===== src/rtl/plab4_net_router_output_ctrl_if.sv =====
// Handshake bundle between a ring-router output ctrl and its neighbours.
// master = upstream reqs plus downstream rdy/credits; slave = the output ctrl.
interface plab4_net_router_output_ctrl_if #(
    parameter int p_num_free_nbits = 2
);
    logic [2:0]                  reqs;
    logic [2:0]                  grants;
    logic                        out_val;
    logic                        out_rdy;
    logic                        credit_return;
    logic [p_num_free_nbits-1:0] num_free;

    modport master (
        output reqs,
        output out_rdy,
        output credit_return,
        input  grants,
        input  out_val,
        input  num_free
    );

    modport slave (
        input  reqs,
        input  out_rdy,
        input  credit_return,
        output grants,
        output out_val,
        output num_free
    );
endinterface


===== src/rtl/plab4_net_router_output_ctrl.sv =====
// Ring-router output ctrl: round-robin arbiter plus downstream credit counter.
// Define PLAB4_NET_ROUTER_OUTPUT_CTRL_STATS_EN to add the stall_count output.
module plab4_net_router_output_ctrl #(
    parameter int p_num_entries    = 2,
    parameter int p_num_free_nbits = 2,
    parameter int p_use_credits    = 1
) (
    input  logic clk,
    input  logic reset,
    plab4_net_router_output_ctrl_if.slave port
`ifdef PLAB4_NET_ROUTER_OUTPUT_CTRL_STATS_EN
    ,
    output logic [15:0] stall_count
`endif
);

    localparam int N = p_num_free_nbits;
    localparam logic [N-1:0] CredInit = N'(p_num_entries);
    localparam logic [N-1:0] CredOne  = N'(1);

    logic [1:0]   ptr_q;
    logic [1:0]   ptr_d;
    logic [N-1:0] credits_q;
    logic [N-1:0] credits_d;
    logic [1:0]   win;
    logic         found;
    logic         can_send;
    logic         out_val;
    logic         fire;

    // Rotating search starting at ptr; first requester wins.
    always_comb begin
        int k;
        found = 1'b0;
        win   = 2'd0;
        for (int i = 0; i < 3; i++) begin
            k = int'(ptr_q) + i;
            if (k >= 3) k = k - 3;
            if (!found && port.reqs[k]) begin
                found = 1'b1;
                win   = 2'(k);
            end
        end
    end

    always_comb begin
        can_send = (credits_q != '0) || (p_use_credits == 0);
        out_val  = !reset && found && can_send;
        fire     = out_val && port.out_rdy;
    end

    assign port.out_val  = out_val;
    assign port.grants   = fire ? (3'b001 << win) : 3'b000;
    assign port.num_free = credits_q;

    always_comb begin
        ptr_d = ptr_q;
        if (fire) ptr_d = (win == 2'd2) ? 2'd0 : win + 2'd1;
    end

    // A send and a return in the same cycle cancel out.
    always_comb begin
        credits_d = credits_q;
        if (p_use_credits != 0) begin
            unique case (1'b1)
                fire && !port.credit_return:
                    credits_d = credits_q - CredOne;
                !fire && port.credit_return:
                    credits_d = (credits_q == CredInit) ? credits_q
                                                        : credits_q + CredOne;
                default:
                    credits_d = credits_q;
            endcase
        end else begin
            credits_d = CredInit;
        end
    end

    always_ff @(posedge clk) begin
        if (reset) begin
            ptr_q     <= 2'd0;
            credits_q <= CredInit;
        end else begin
            ptr_q     <= ptr_d;
            credits_q <= credits_d;
        end
    end

`ifdef PLAB4_NET_ROUTER_OUTPUT_CTRL_STATS_EN
    logic [15:0] stall_q;
    logic [15:0] stall_d;

    always_comb begin
        stall_d = stall_q;
        if ((|port.reqs) && !fire && (stall_q != 16'hFFFF))
            stall_d = stall_q + 16'd1;
    end

    always_ff @(posedge clk) begin
        if (reset) stall_q <= 16'd0;
        else       stall_q <= stall_d;
    end

    assign stall_count = stall_q;
`endif

endmodule

===== src/flat_wrapper.sv =====
// flat-port wrapper written by rule: the top's interface ports become plain ports
module plab4_net_router_output_ctrl_flat 
#(
    parameter int p_num_entries    = 2,
    parameter int p_num_free_nbits = 2,
    parameter int p_use_credits    = 1
)
  (clk, reset, port_reqs, port_out_rdy, port_credit_return, port_grants, port_out_val, port_num_free);
  plab4_net_router_output_ctrl_if #(.p_num_free_nbits(p_num_free_nbits)) port_i ();
  input  logic clk;
  input  logic reset;
  input wire logic [$bits(port_i.reqs)-1:0] port_reqs;
  input wire logic [$bits(port_i.out_rdy)-1:0] port_out_rdy;
  input wire logic [$bits(port_i.credit_return)-1:0] port_credit_return;
  output wire logic [$bits(port_i.grants)-1:0] port_grants;
  output wire logic [$bits(port_i.out_val)-1:0] port_out_val;
  output wire logic [$bits(port_i.num_free)-1:0] port_num_free;
  assign port_i.reqs = port_reqs;
  assign port_i.out_rdy = port_out_rdy;
  assign port_i.credit_return = port_credit_return;
  assign port_grants = port_i.grants;
  assign port_out_val = port_i.out_val;
  assign port_num_free = port_i.num_free;
  plab4_net_router_output_ctrl #(.p_num_entries(p_num_entries), .p_num_free_nbits(p_num_free_nbits), .p_use_credits(p_use_credits)) u_core (.clk(clk), .reset(reset), .port(port_i));
endmodule

===== config.mk =====
export PLATFORM = sky130hd
export DESIGN_NAME = plab4_net_router_output_ctrl_flat
export DESIGN_NICKNAME = d
export VERILOG_FILES = /design/src/rtl/plab4_net_router_output_ctrl_if.sv /design/src/rtl/plab4_net_router_output_ctrl.sv /design/src/flat_wrapper.sv
export SDC_FILE = /design/constraint.sdc
export NUM_CORES = 1
export LEC_CHECK = 0
export BUFFER_PORTS_ARGS = -buffer_cell sky130_fd_sc_hd__buf_2
export CORE_UTILIZATION = 35
export CTS_CLUSTER_DIAMETER = 200
export DETAILED_ROUTE_END_ITERATION = 8
export PLACE_DENSITY = 0.68
export SYNTH_ARGS = -nofsm -noshare
export SYNTH_HDL_FRONTEND = slang
export SYNTH_SLANG_ARGS = --single-unit
export TNS_END_PERCENT = 10

===== constraint.sdc =====
create_clock -name clk -period 1.85 [get_ports clk]
set_input_delay 0.0925 -clock clk [delete_from_list [all_inputs] [get_ports clk]]
set_output_delay 0.0925 -clock clk [all_outputs]
set_load 0.05 [all_outputs]

* After elaboration in Yosys (flattened, before gate mapping)
Cells that the tools add are included.
Storage, ports and cells: bits in registers 4, word-level logic and storage cells 57
Operators by class: add/sub/neg operators 8, order comparisons 6, equal/unequal tests 3, shifts and indexed selects 1, multiplexer cells 22, reduce and logical (&&, ||, !) cells 15
Operators by type and width (count):
- less-than comparator 32 x 4 -> 1 bit, second input constant | 3
- 2-to-1 mux 32 bit | 3
- >= comparator 32 x 3 -> 1 bit, second input constant | 2
- subtractor 32 x 3 -> 32 bit, second input constant | 2
- 2-to-1 mux 2 bit | 5
- 2-to-1 mux 1 bit | 9
- logical AND 1 bit | 7
- binary-select mux 1 bit (select 2 bit) | 3
- zero test 1 bit | 5
- adder 2 x 1 -> 2 bit, second input constant | 2
- == test 2 bit, second input constant | 2
- case mux 2 bit (2 select lines) | 1
- nonzero test 2 bit | 2
- adder 2 x 1 -> 3 bit, second input constant | 1
- adder 2 x 2 -> 3 bit, second input constant | 1
- 2-to-1 mux 3 bit | 1
- << shifter 1 x 2 -> 3 bit, first input constant | 1
- subtractor 2 x 2 -> 3 bit, second input constant | 1
- >= comparator 2 bit, second input constant | 1
- != test 2 bit, second input constant | 1
- AND reduction 2 bit | 1
- subtractor 2 x 1 -> 2 bit, second input constant | 1

* Longest topological paths before layout
depth in word-level cells 19, depth in mapped cells 7, mapped depth without buffers 7

* Worst setup path after synthesis
No wires, ideal clock.
path type register -> output, start point reg u_core.ptr_q[0], end point out port_grants[2], data arrival time 2525 ps, data required time 1757 ps, path slack -768 ps, cell stages (with the launch flop) 7, buffers on the path 0, path through dfxtp_1 > inv_1 > ha_1 > nand2b_1 > a21boi_2 > o21ba_2 > nor3b_1
On the way: cells in the longest elaborated chain, start to end 16, elaborated cells on any way between the ends 35
RTL lines:
- start: declaration | RTL line plab4_net_router_output_ctrl.sv:21 | logic [1:0] ptr_q;
- start signal: assignment | RTL line plab4_net_router_output_ctrl.sv:84 | ptr_q <= ptr_d;
- parallel branches: the longest is 15 deep, another holds subtractor 32 x 3 -> 32 bit
- 2-to-1 mux 3 bit (*) | RTL line plab4_net_router_output_ctrl.sv:53 | assign port.grants = fire ? (3'b001 << win) : 3'b000;
- end: declaration | RTL line flat_wrapper.sv:15 | output wire logic [$bits(port_i.grants)-1:0] port_grants;
Every way passes the cells marked *. The select of a mux whose other input is x is not followed.

* Worst setup path in the final report
start point reg u_core.ptr_q[1], end point out port_grants[1]
The elaborated chain is that of the path after synthesis.

==> run_results.csv <==
group,metric,value,unit
die,core.rowCount,12,
timing,fin_tns_setup,-1358,ps
global_routing,grt_util_all_layers,21.27,%
cts,htreeDepth,1,
detailed_routing,vias,534,
power_and_ir_drop,leakage,0.3339,nW
worst_setup_path,slowest_stage,"a221o_1",
cts,numCtsBuffers,3,
finish,stdcell_count,96,
power_and_ir_drop,ir_drop,0.0004899,V
die,fp.dieH,38.86,um
global_routing,grt_pass1_vias,502,
global_routing,grt_max_degree,8,
worst_setup_path,end_kind,"output port",
worst_setup_path,r2r_slack,-170,ps
timing,slew_headroom,75.56,%
global_routing,antenna_found_initial,0,
synthesis,synth.yosys.seq_area_share,16.84,%
placement,gp_congestion,0.8103,
placement,placed_area,674.4,um2
detailed_routing,wl_per_cell,14.04,um
timing,layout_setup_ws,-244.7,ps
status,status,"complete, but fails checks",
timing,slew_violations,0,
finish,drive_above_1_share,59.76,%
synthesis,synth_top_area_share,16.84,%
timing,hold_viol,0,
finish,diodes,0,
worst_hold_path,hold_start,"reset",
placement,dp_hpwl,970.9,um
placement,port_buffers,12,
timing,clock.fmax,477.4,MHz
timing,fin_worst_skew,2.676,ps
cts,cts_tree,"done",
timing,period_needed,2095,ps
die,dieArea,1510,um2
global_routing,grt_pass1_wl,2145,um
worst_setup_path,cp.buffers_inverters,2,
finish,final_common_cell,"buf_4",
worst_setup_path,slowest_delay,440,ps
status,failed_checks,"setup timing",
worst_setup_path,required,1760,ps
cts,clockRootBuffer,"clkbuf_4",
detailed_routing,routed_wl,1348,um
synthesis,ys_ff_latch,4,
worst_setup_path,timing.rr.end,"u_core.port.num_free[0]",
die,core-area,1186,um2
synthesis,syn_area,475.5,um2
detailed_routing,routed_via_density,5.563,
cts,postCtsHoldBufs,0,
global_routing,overflow,0,
worst_setup_path,rr_startpoint,"u_core.ptr_q[0]",
die,die_w,38.86,um
finish,area_delta_synth_final,71.58,%
cts,path_clk_slew,40,ps
worst_setup_path,critPathKind,"register to output port",
die,start_util,40.08,%
finish,nets,95,
synthesis,synthCells,56,
power_and_ir_drop,power,0.5098,mW
timing,fin_crit_sh,113.2,%
finish,design_area,815.8,um2
synthesis,synth_cell_types,32,
detailed_routing,detail-route-antenna-nets,0,
timing,grt_setup_unrepaired,"true",
worst_setup_path,critPathMaxFanout,4,
timing,finalSetupViolations,8,
worst_setup_path,r2r_cells,9,
timing,tightest_slew,362.8,ps
cts,clk_latency,230,ps
synthesis,avgSynthCellArea,8.490,um2
timing,fin_hold_ws,238.0,ps
job,maxCapViolations,0,
power_and_ir_drop,powerDensity,624.9,nW/um2
synthesis,postSynthNetCount,67,
finish,fillers,95,
cts,cts_sinks,4,
detailed_routing,drtPass1Iterations,4,
worst_hold_path,hold_end,"u_core.port.num_free[1]",
placement,dp_cells,90,
synthesis,yosysWarnings,0,
die,ioPinCount,13,
worst_setup_path,start_kind,"register",
cts,clk_path_buf_depth,2,
finish,layout_common_cells,"11 x buf_4, 9 x buf_2, 4 x o21a_1",
detailed_routing,dr.first_iter.drc_count,23,
worst_hold_path,min-delay-path-class,"input pin to register",
worst_setup_path,worstPathArrival,2000,ps
worst_setup_path,path_cells,"inv_4, ha_4, mux2i_4, or2_1, a221o_1, nor2b_4, buf_8",
synthesis,yosys-top-cells-area,"dfxtp_1 17%, ha_1 11%, mux2i_1 8.4%, o21a_1 6.3%, inv_1 3.9%",
worst_setup_path,cp_top_family,"compound AO/OA/AOI/OAI gates",
worst_hold_path,hold_path_depth,3,
detailed_routing,drc,0,
synthesis,yosysTopAreaCell,"dfxtp_1",
[worst reg2reg max path: cells and delay by family, from the launching register on]
family	cells	cell delay [ps]
AOI/OAI and AO/OA	3	710
adders and majority gates	1	260
buffers and inverters	3	390
DFF	1	370
and+or+nand+nor	2	180
[state kept, by name, indices dropped and copies added, names as in the netlist]
register	cells
u_core.port.num_free	2
u_core.ptr_q	2
[power breakdown]
part	internal [mW]	switching [mW]	leakage (nW)	total (mW)
Sequential	0.0966	0.0178	0.0344	0.114
Clock	0.0721	0.0297	0.0138	0.102
Combinational	0.129	0.165	0.286	0.294
Total	0.298	0.212	0.334	0.510
[synthesized netlist by cell type (all sizes together)]
master	instances
o21ba	1
ha	4
a41o	1
o22ai	1
a21boi	1
nor2	4
a21oi	2
and4	1
inv	5
nor2b	1
o21a	4
or2	2
a221o	1
o311ai	1
nor3b	1
nand3b	1
nand3	1
o211ai	1
nor3	2
mux2i	4
nand2b	2
o22a	1
dfxtp	4
a21bo	1
o41ai	1
o32ai	1
nand2	3
o21ai	1
a21o	1
o31ai	2
[metal layers]
metal / share of wire, % / GRT usage (%) / up-vias
met5: 0 / 0 / -
met4: 1.2 / 10.34 / 0
met3: 2.7 / 4.624 / 2
met2: 49 / 36.25 / 9
met1: 47 / 24.65 / 253
li1: - / - / 270
[through the flow]
| step | util [%] | setup slack [ps] |
|---|---|---|
| after global routing | 68.78 | -347.8 |
| after global placement | 56.86 | -104.5 |
| after CTS | 62.87 | -234.4 |
| after floorplan | - | -91.48 |
| after detailed placement | 56.86 | -136.7 |
| final | 68.78 | -244.7 |
[worst max-delay path by stage]
stage / endpoint / cells past startpoint / slack [ps] / start
6_report: port_grants[1] / 7 / -240 / u_core.ptr_q[1]
4_1_cts: port_grants[1] / 7 / -230 / u_core.ptr_q[1]
5_1_grt: port_grants[1] / 7 / -350 / u_core.ptr_q[0]
3_3_place_gp: port_grants[1] / 7 / -100 / u_core.ptr_q[1]
2_1_floorplan: u_core.ptr_q[1] / 7 / -90 / u_core.ptr_q[0]
3_5_place_dp: port_grants[1] / 7 / -140 / u_core.ptr_q[1]
[logic make-up (layout without fill, tap and decap cells)]
group                    count (synthesis)  in the layout  share of synthesized area [%]
buffers and inverters                    5             31                          3.948
AO/OA/AOI/OAI                           21             21                          39.48
multiplexers                             4              4                          8.421
AND/OR/NAND/NOR                         18             18                          20.79
adder cells (fa/ha/maj)                  4              4                          10.53
flip-flops                               4              4                          16.84
[layout make-up]
cell class                      count  area (um2)  area share [%]
Sequential cell                     4       87.58           10.74
Tap cell                           14       17.52           2.147
Timing Repair Buffer               23       165.2           20.25
Clock buffer                        3       22.52           2.761
Multi-Input combinational cell     47       501.7           61.50
Inverter                            5       21.27           2.607
[repair_timing]
action / CTS / global route
endpoints found under the setup margin: 8 / 8
pin swaps: 3 / 3
resized for setup: 13 / 8
setup buffers: 1 / 2
Note: power is estimated with default switching activity, not from simulation.
